## src/rtl/div.sv

```systemverilog
// Sequential restoring divider: 16-bit dividend / 8-bit divisor, one quotient bit per clock.
// Shares the start/busy handshake of the shift-add multiplier.
module div (
    input  logic        clk_i,
    input  logic        rst_i,
    input  logic [15:0] a_bi,
    input  logic [7:0]  b_bi,
    input  logic        start_i,
    output logic        busy_o,
    output logic [15:0] q_bo,
    output logic [7:0]  r_bo,
    output logic        dz_o
);

    localparam int unsigned AW = 16;
    localparam int unsigned BW = 8;
    localparam int unsigned RW = BW + 1;
    localparam int unsigned CW = 4;

    typedef enum logic {
        IDLE = 1'b0,
        WORK = 1'b1
    } state_t;

    state_t          state_q, state_d;
    logic [AW-1:0]   dvd_q, dvd_d;
    logic [BW-1:0]   dvs_q, dvs_d;
    logic [RW-1:0]   rem_q, rem_d;
    logic [CW-1:0]   cnt_q, cnt_d;
    logic [AW-1:0]   qsr_q, qsr_d;
    logic [AW-1:0]   q_q, q_d;
    logic [BW-1:0]   r_q, r_d;
    logic            dz_q, dz_d;

    logic [RW-1:0]   shifted;
    logic [RW:0]     diff;
    logic            qbit;
    logic [AW-1:0]   qnext;

    // State and datapath registers
    always_ff @(posedge clk_i) begin
        if (rst_i) begin
            state_q <= IDLE;
            dvd_q   <= '0;
            dvs_q   <= '0;
            rem_q   <= '0;
            cnt_q   <= '0;
            qsr_q   <= '0;
            q_q     <= '0;
            r_q     <= '0;
            dz_q    <= 1'b0;
        end else begin
            state_q <= state_d;
            dvd_q   <= dvd_d;
            dvs_q   <= dvs_d;
            rem_q   <= rem_d;
            cnt_q   <= cnt_d;
            qsr_q   <= qsr_d;
            q_q     <= q_d;
            r_q     <= r_d;
            dz_q    <= dz_d;
        end
    end

    // Next-state and restoring-step logic
    always_comb begin
        state_d = state_q;
        dvd_d   = dvd_q;
        dvs_d   = dvs_q;
        rem_d   = rem_q;
        cnt_d   = cnt_q;
        qsr_d   = qsr_q;
        q_d     = q_q;
        r_d     = r_q;
        dz_d    = dz_q;

        // Extra top bit of diff acts as the borrow out of the 9-bit trial subtraction
        shifted = {rem_q[BW-1:0], dvd_q[AW-1]};
        diff    = {1'b0, shifted} - {2'b00, dvs_q};
        qbit    = ~diff[RW];
        qnext   = {qsr_q[AW-2:0], qbit};

        case (state_q)
            IDLE: begin
                if (start_i) begin
                    dvd_d   = a_bi;
                    dvs_d   = b_bi;
                    rem_d   = '0;
                    cnt_d   = '0;
                    qsr_d   = '0;
                    state_d = WORK;
                end
            end
            WORK: begin
                rem_d = qbit ? diff[RW-1:0] : shifted;
                qsr_d = qnext;
                dvd_d = {dvd_q[AW-2:0], 1'b0};
                cnt_d = cnt_q + CW'(1);
                if (cnt_q == CW'(AW - 1)) begin
                    state_d = IDLE;
                    if (dvs_q == '0) begin
                        q_d  = '1;
                        r_d  = '0;
                        dz_d = 1'b1;
                    end else begin
                        q_d  = qnext;
                        r_d  = rem_d[BW-1:0];
                        dz_d = 1'b0;
                    end
                end
            end
            default: state_d = IDLE;
        endcase
    end

    assign busy_o = (state_q == WORK);
    assign q_bo   = q_q;
    assign r_bo   = r_q;
    assign dz_o   = dz_q;

endmodule

```

## config.mk

```make
export PLATFORM = sky130hd
export DESIGN_NAME = div
export DESIGN_NICKNAME = d
export VERILOG_FILES = /design/src/rtl/div.sv
export SDC_FILE = /design/constraint.sdc
export NUM_CORES = 1
export LEC_CHECK = 0
export ABC_AREA = 1
export CAP_MARGIN = 10
export CORE_UTILIZATION = 35
export CTS_CLUSTER_DIAMETER = 40
export DETAILED_ROUTE_END_ITERATION = 7
export PLACE_DENSITY_LB_ADDON = 0.12
export SETUP_SLACK_MARGIN = 0.3
export SYNTH_ARGS = -nofsm -noshare
export SYNTH_HDL_FRONTEND = slang
export SYNTH_SLANG_ARGS = --single-unit
export TNS_END_PERCENT = 5
```

## constraint.sdc

```tcl
create_clock -name clk_i -period 1.9 [get_ports clk_i]
set_input_delay 0.38 -clock clk_i [delete_from_list [all_inputs] [get_ports clk_i]]
set_output_delay 0.38 -clock clk_i [all_outputs]
set_load 0.01 [all_outputs]
```

==> results of run 1 <==
cell type report:
cell class,count,area [um2],share of cell area (%)
Multi-Input combinational cell,306,1760,38.5
Sequential cell,77,1550,33.8
Timing Repair Buffer,72,694,15.2
Inverter,62,233,5.08
Tap cell,129,161,3.52
Clock buffer,9,124,2.70
Clock inverter,7,57.6,1.26
cell families (layout without fill, tap and decap cells):
group,after synthesis,after routing
AO/OA/AOI/OAI,75,75
AND/OR/NAND/NOR,215,218
buffers and inverters,83,150
flip-flops,77,77
XOR/XNOR,3,3
adder cells (fa/ha/maj),10,10
worst max-delay path by stage:
stage,endpoint,startpoint,cells past startpoint,slack [ns]
2_1_floorplan,rem_q[5],dvs_q[3],12,0.29
5_1_grt,r_bo[1],dvs_q[5],9,0.12
6_report,rem_q[4],dvd_q[15],11,0.21
4_1_cts,rem_q[5],dvs_q[7],10,0.21
3_5_place_dp,rem_q[5],dvs_q[4],12,0.12
3_3_place_gp,rem_q[5],dvs_q[2],12,0.15
power by group through the flow:
stage,Clock (mW),Sequential [mW],Combinational [mW]
floorplan,0,1.79,1.19
global placement,0,1.81,1.49
detailed placement,0,1.82,1.51
CTS,1.20,1.79,1.68
global route,1.26,1.81,2.19
finish,1.16,1.80,1.98
registers in the layout, summed over array words and instances, names as in the netlist:
name and flops:
cnt_q 4, busy_o 1, qsr_q 15, rem_q 8
dz_o 1, q_bo 16, dvd_q 16, r_bo 8
dvs_q 8
synthesized netlist by cell type (2+ instances only):
cell / n / area [um2]
nor2_1: 14 / 52.6
inv_2: 2 / 7.51
xor2_1: 3 / 26.3
nand3_1: 21 / 105
nand3_4: 2 / 35.0
a211oi_1: 2 / 15.0
dfxtp_1: 77 / 1540
a22oi_1: 10 / 75.1
ha_1: 9 / 113
clkbuf_1: 7 / 26.3
nor2_4: 2 / 22.5
nand2_1: 155 / 582
a21oi_2: 3 / 26.3
a21oi_1: 33 / 165
buf_6: 2 / 22.5
o221ai_1: 15 / 131
nand2_2: 5 / 31.3
o21ai_0: 9 / 45.0
buf_1: 2 / 7.51
inv_1: 59 / 221
nand4_1: 11 / 68.8
buf_2: 9 / 45.0
metal layers:
layer  vias to the layer above  part of all wire [%]
met5                         -                     0
met4                         0                  0.61
met3                         5                   3.3
met2                        52                    48
met1                      1431                    48
li1                       1632                     -
critical path, stage by stage, from the launching register on:
cell and delay [ns]:
dfxtp_2 0.34, inv_2 0.05, ha_4 0.16, fa_2 0.40
inv_2 0.08, nand3_2 0.07, nand2_2 0.06, xor2_1 0.14
nand2_1 0.08, nand2_2 0.09, nand2_2 0.05, a21oi_2 0.12
per-stage QoR:
| stage | hold WS (ns) | utilization (%) | worst slack, ns | std cells | power (mW) |
|---|---|---|---|---|---|
| after floorplan | 0.437 | - | 0.291 | 463 | 2.98 |
| after global placement | 0.439 | 44.2 | 0.147 | 635 | 3.31 |
| after detailed placement | 0.439 | 44.2 | 0.117 | 635 | 3.32 |
| after CTS | 0.455 | 47.2 | 0.213 | 654 | 4.67 |
| after global routing | 0.480 | 48.7 | 0.115 | 662 | 5.25 |
| final | 0.453 | 48.7 | 0.207 | 662 | 4.94 |
repair_timing:
action / in CTS / in global routing
resized for setup: 12 / 21
gates cloned: 0 / 3
endpoints found under the setup margin: 44 / 58
pin swaps: 4 / 14
buffers inserted: 3 / 5
==> results by group, run 1 <==
STA
  • Relative slew margins: 68.9%
  • Final setup viols: 0
  • Final period util: 89.1%
  • Min Tclk post-route: 1.69 ns
  • Clock Skew: 0.0143 ns
  • Worst-Margin Slew: 0.465 ns
  • F_max: 0.591 GHz
  • RSZ-0062 raised after global routing: yes
  • TNS Setup: 0 ns
  • Max-slew violations: 0
  • Fin. Hold Viols: 0

Clocking
  • CTS Buf Count: 9
  • H-tree depth: 3
  • Clock latency on the worst-skew pair: 0.35 ns
  • Root Buffer: clkbuf_8
  • Hold-fix buffers, CTS: 0
  • CTS Buffer Depth: 2
  • CTS tree: yes
  • CTS Sinks: 77
  • Reg clk slew, reported paths: 0.09 ns

Layout
  • Commonest non-fill, non-tap cell in the layout: nand2_1
  • Area grow syn2layout: 32.2%
  • FILL cells: 968
  • Most frequent cells in the layout: 148 x nand2_1, 73 x dfxtp_1, 53 x inv_1, 51 x clkdlybuf4s50_1, 33 x a21oi_1
  • Final instance area: 4580 um2
  • Total Nets Final: 565
  • Antenna diodes: 0
  • Layout cell share with drive strength beyond 1: 16.5%

Synthesis
  • Most used DFF post-synth: dfxtp_1
  • Post-synthesis simple-gate area fraction: 26.9%
  • Share of flip-flops with an asynchronous set or reset: 0%
  • Post-synth EDFFs: 0
  • Synthesized flop and latch total: 77
  • Largest family of logic cells by synthesized area: simple AND/OR/NAND/NOR gates
  • XOR/XNOR Fraction of Synth Area: 0.758%
  • Mapped Area: 3470 um2
  • Post-synth net total: 500
  • Yosys warns: 0
  • Synthesized area per cell: 7.49 um2
  • Cell variety after synth: 33
  • Post-Synth Adder-Cell Area: 3.83%
  • Multiplexer share of the synthesized area: 0%
  • Register area share after synthesis: 44.5%
  • Cells after synthesis: 463
  • Post-synthesis compound-gate area fraction: 14.2%

Min path
  • Hold Path Stages: 2
  • Tightest Hold Check Type: flip-flop to flip-flop
  • Hold Crit Start: r_bo[1]
  • Hold EP: r_bo[1]

Placed design
  • Post-DP Area: 4160 um2
  • RePlAce Congestion: 0.854
  • PortBufs: 52
  • Post-DP HPWL: 5530 um

Power and ir drop
  • Sequential power share: 36.4%
  • Leak: 2.06 nW
  • Combinational power share: 40.1%
  • Int Power: 3.02 mW
  • NetSw: 1.92 mW
  • Maximum vdd drop: 0.453 mV
  • Pwr dens: 1080 nW/um2
  • Clock share of power: 23.5%
  • Net Sw Frac: 38.8%

Floorplanning
  • Die Ht: 102 um
  • Ports: 53
  • Initial core utilization: 36.8%
  • Die W: 102 um
  • Die Area: 10300 um2
  • Core area: 9420 um2
  • Row cnt: 35

Global route
  • Initial antenna violation count: 0
  • Vias in the first global route: 2839
  • First-pass GRT wire length: 13500 um
  • Grt met2 use: 27.7%
  • GRT busiest layer: met2
  • GR Util met3: 3.11%
  • Pin count of the biggest net entering global routing: 39
  • Total GRT Usage: 16.8%
  • Grt total ovfl: 0
  • M1 GR Usage: 22.0%

Run
  • Max Cap Viol: 0

Critical path
  • Largest fanout on the critical path: 2
  • Worst Setup Start Kind: flip-flop
  • Worst-case reg-to-reg path depth: 11
  • CP required: 2.19 ns
  • Crit path DAT: 1.98 ns
  • Reg2reg end: rem_q[4]
  • Critical path type: flip-flop to flip-flop
  • Reg2reg start: dvd_q[15]
  • CP endpoint kind: flip-flop
  • Reg2reg setup slack: 0.21 ns

Route
  • First-pass iteration count of the detailed router: 4
  • Detailed Route WL: 8350 um
  • DR vias: 3120
  • Initial DRC count: 138
  • ANT nets after route: 0
  • Detailed-route wire length per cell: 12.6 um
  • Routed vias/inst: 4.71
  • Residual DRC: 0

Outcome
  • Status: complete, no violations
No activity file was read; power rests on OpenSTA's default activity.
==> inputs of run 2 (changes only) <==
CTS_BUF_LIST = sky130_fd_sc_hd__clkbuf_16   (was default)
GPL_ROUTABILITY_DRIVEN = 0   (was default)
==> run 2 against run 1 <==
Wire length decreased by 2.2%. Sequential cell count is the same. Non-clock buffer count down 1. Clock-buffer cell count stayed put. Clock power increased by 40%. Final cell count shrank 0.15%. Die area is the same. Worst setup slack gained 0.027 ns.
==> results by group, run 2 (synthesis gave the netlist of run 1 again) <==
Placed design
  • Post-DP Area: 4160 um2 (unchanged)
  • PortBufs: 52 (unchanged)
  • Post-DP HPWL: 5530 um (unchanged)

STA
  • Final setup viols: 0 (unchanged)
  • Clock Skew: 0.00875 ns (-0.00558 ns)
  • Final period util: 87.6% (-1.4 points)
  • Fin. Hold Viols: 0 (unchanged)
  • Max-slew violations: 0 (unchanged)
  • Worst-Margin Slew: 0.464 ns (-0.00125 ns)
  • TNS Setup: 0 ns (unchanged)
  • F_max: 0.600 GHz (+1.6%)
  • RSZ-0062 raised after global routing: yes
  • Min Tclk post-route: 1.67 ns (-0.0272 ns)
  • Relative slew margins: 69.0% (+0.083 points)

Clocking
  • H-tree depth: 3 (unchanged)
  • Root Buffer: clkbuf_16
  • Clock latency on the worst-skew pair: 0.34 ns (about the same)
  • CTS tree: yes
  • CTS Sinks: 77 (unchanged)
  • CTS Buf Count: 9 (unchanged)
  • Reg clk slew, reported paths: 0.06 ns (-0.03 ns)
  • CTS Buffer Depth: 2 (unchanged)

Floorplanning
  • Core area: 9420 um2 (unchanged)
  • Die W: 102 um (unchanged)
  • Ports: 53 (unchanged)
  • Initial core utilization: 36.8% (unchanged)
  • Row cnt: 35 (unchanged)
  • Die Area: 10300 um2 (unchanged)
  • Die Ht: 102 um (unchanged)

Global route
  • Total GRT Usage: 17.1% (+0.26 points)
  • Initial antenna violation count: 0 (unchanged)
  • Pin count of the biggest net entering global routing: 39 (unchanged)
  • Vias in the first global route: 2878 (+1.4%)
  • First-pass GRT wire length: 13600 um (+0.71%)
  • Grt total ovfl: 0 (unchanged)

Outcome
  • Status: complete, no violations

Min path
  • Hold Crit Start: r_bo[1]
  • Hold Path Stages: 2 (unchanged)
  • Hold EP: r_bo[1]
  • Tightest Hold Check Type: flip-flop to flip-flop

Route
  • Routed vias/inst: 4.72 (+0.25%)
  • Detailed Route WL: 8170 um (-2.2%)
  • Routed wl met3: 310 um (+14%)
  • Residual DRC: 0 (unchanged)
  • ANT nets after route: 0 (unchanged)
  • Initial DRC count: 129 (-6.5%)
  • Met2 wire length: 3680 um (-7.8%)
  • First-pass iteration count of the detailed router: 4 (unchanged)
  • DR vias: 3123 (+0.096%)
  • WL met1: 4020 um (-0.40%)
  • Detailed-route wire length per cell: 12.4 um (-2.0%)
  • DR top layer: met4

Critical path
  • CP endpoint kind: flip-flop
  • Critical path type: flip-flop to flip-flop
  • Worst-case reg-to-reg path depth: 10 (-1)
  • Reg2reg setup slack: 0.23 ns (+0.03 ns)
  • Reg2reg start: dvs_q[0]
  • Reg2reg end: rem_q[4]
  • Crit path DAT: 1.94 ns (-0.04 ns)
  • Largest fanout on the critical path: 3 (+1)
  • CP required: 2.17 ns (-0.02 ns)
  • Worst Setup Start Kind: flip-flop

Power and ir drop
  • Pwr dens: 1150 nW/um2 (+6.9%)
  • Leak: 2.11 nW (+2.1%)
  • Maximum vdd drop: 0.548 mV (+21%)

Layout
  • Area grow syn2layout: 35.0%
  • Antenna diodes: 0 (unchanged)
  • FILL cells: 956 (-1.2%)
  • Layout cell share with drive strength beyond 1: 16.9% (+0.41 points)
  • Multi-input gate area: 1770 um2 (+0.14%)
  • Final instance area: 4680 um2 (+2.1%)
  • Most frequent cells in the layout: 147 x nand2_1, 72 x dfxtp_1, 52 x inv_1, 51 x clkdlybuf4s50_1, 33 x a21oi_1
  • Commonest non-fill, non-tap cell in the layout: nand2_1
  • Area occupied by registers: 1550 um2 (about the same)
  • Total Nets Final: 564 (-0.18%)
  • Finished Core Util: 49.7% (+1.0 points)

Run
  • Max Cap Viol: 0 (unchanged)
-- run 2: metrics by stage --
step	instances	total power, mW	hold WS, ns	setup WS [ns]
2_1_floorplan	463	2.98	0.437	0.291
3_3_place_gp	635	3.31	0.439	0.147
3_5_place_dp	635	3.32	0.439	0.117
4_1_cts	657	5.24	0.452	0.231
5_1_grt	661	5.72	0.476	0.136
6_report	661	5.39	0.448	0.235
-- run 2: timing repair --
action | in CTS | in global routing
resized for setup | 16 | 22
endpoints found under the setup margin | 27 | 58
hold buffers | 0 | 0
setup buffers | 5 | 2
pin swaps | 5 | 16
gates cloned | 1 | 2
hold endpoints to repair | 0 | 0
-- run 2: where the power goes --
| part | internal (mW) | switching (mW) |
|---|---|---|
| clock network | 0.902 | 0.720 |
| registers | 1.71 | 0.0916 |
| logic | 0.820 | 1.15 |
| total | 3.43 | 1.96 |
-- run 2: cell type report --
cell class	count	share of cell area, %
well taps	129	3.45
inverters	62	4.97
clock buffers	9	4.81
repair buffers	71	14.7
clock inverters	7	1.23
multi-input cells	306	37.8
flip-flops and latches	77	33.1
-- run 2: worst max path at each step --
stage                          end      start  slack [ns]  cells after the start
after floorplan           rem_q[5]   dvs_q[3]        0.29                     12
after global placement    rem_q[5]   dvs_q[2]        0.15                     12
after detailed placement  rem_q[5]   dvs_q[4]        0.12                     12
after CTS                 rem_q[6]  dvd_q[15]        0.23                     12
after global routing      rem_q[4]  dvd_q[15]        0.14                     11
final                     rem_q[4]   dvs_q[0]        0.23                     10
-- run 2: routing by layer --
layer	vias up	global-route usage, %
li1	1638	-
met1	1410	22.1
met2	60	27.5
met3	15	3.11
met4	0	8.25
met5	-	0
-- run 2: critical path: stages (launching register included) --
cell and delay (ns):
dfxtp_1 0.35, ha_4 0.18, fa_2 0.40, inv_2 0.08
nand3_2 0.06, nand2_2 0.06, xor2_1 0.15, nand2_1 0.08
nand2_2 0.08, nand2_2 0.05, a21oi_2 0.12
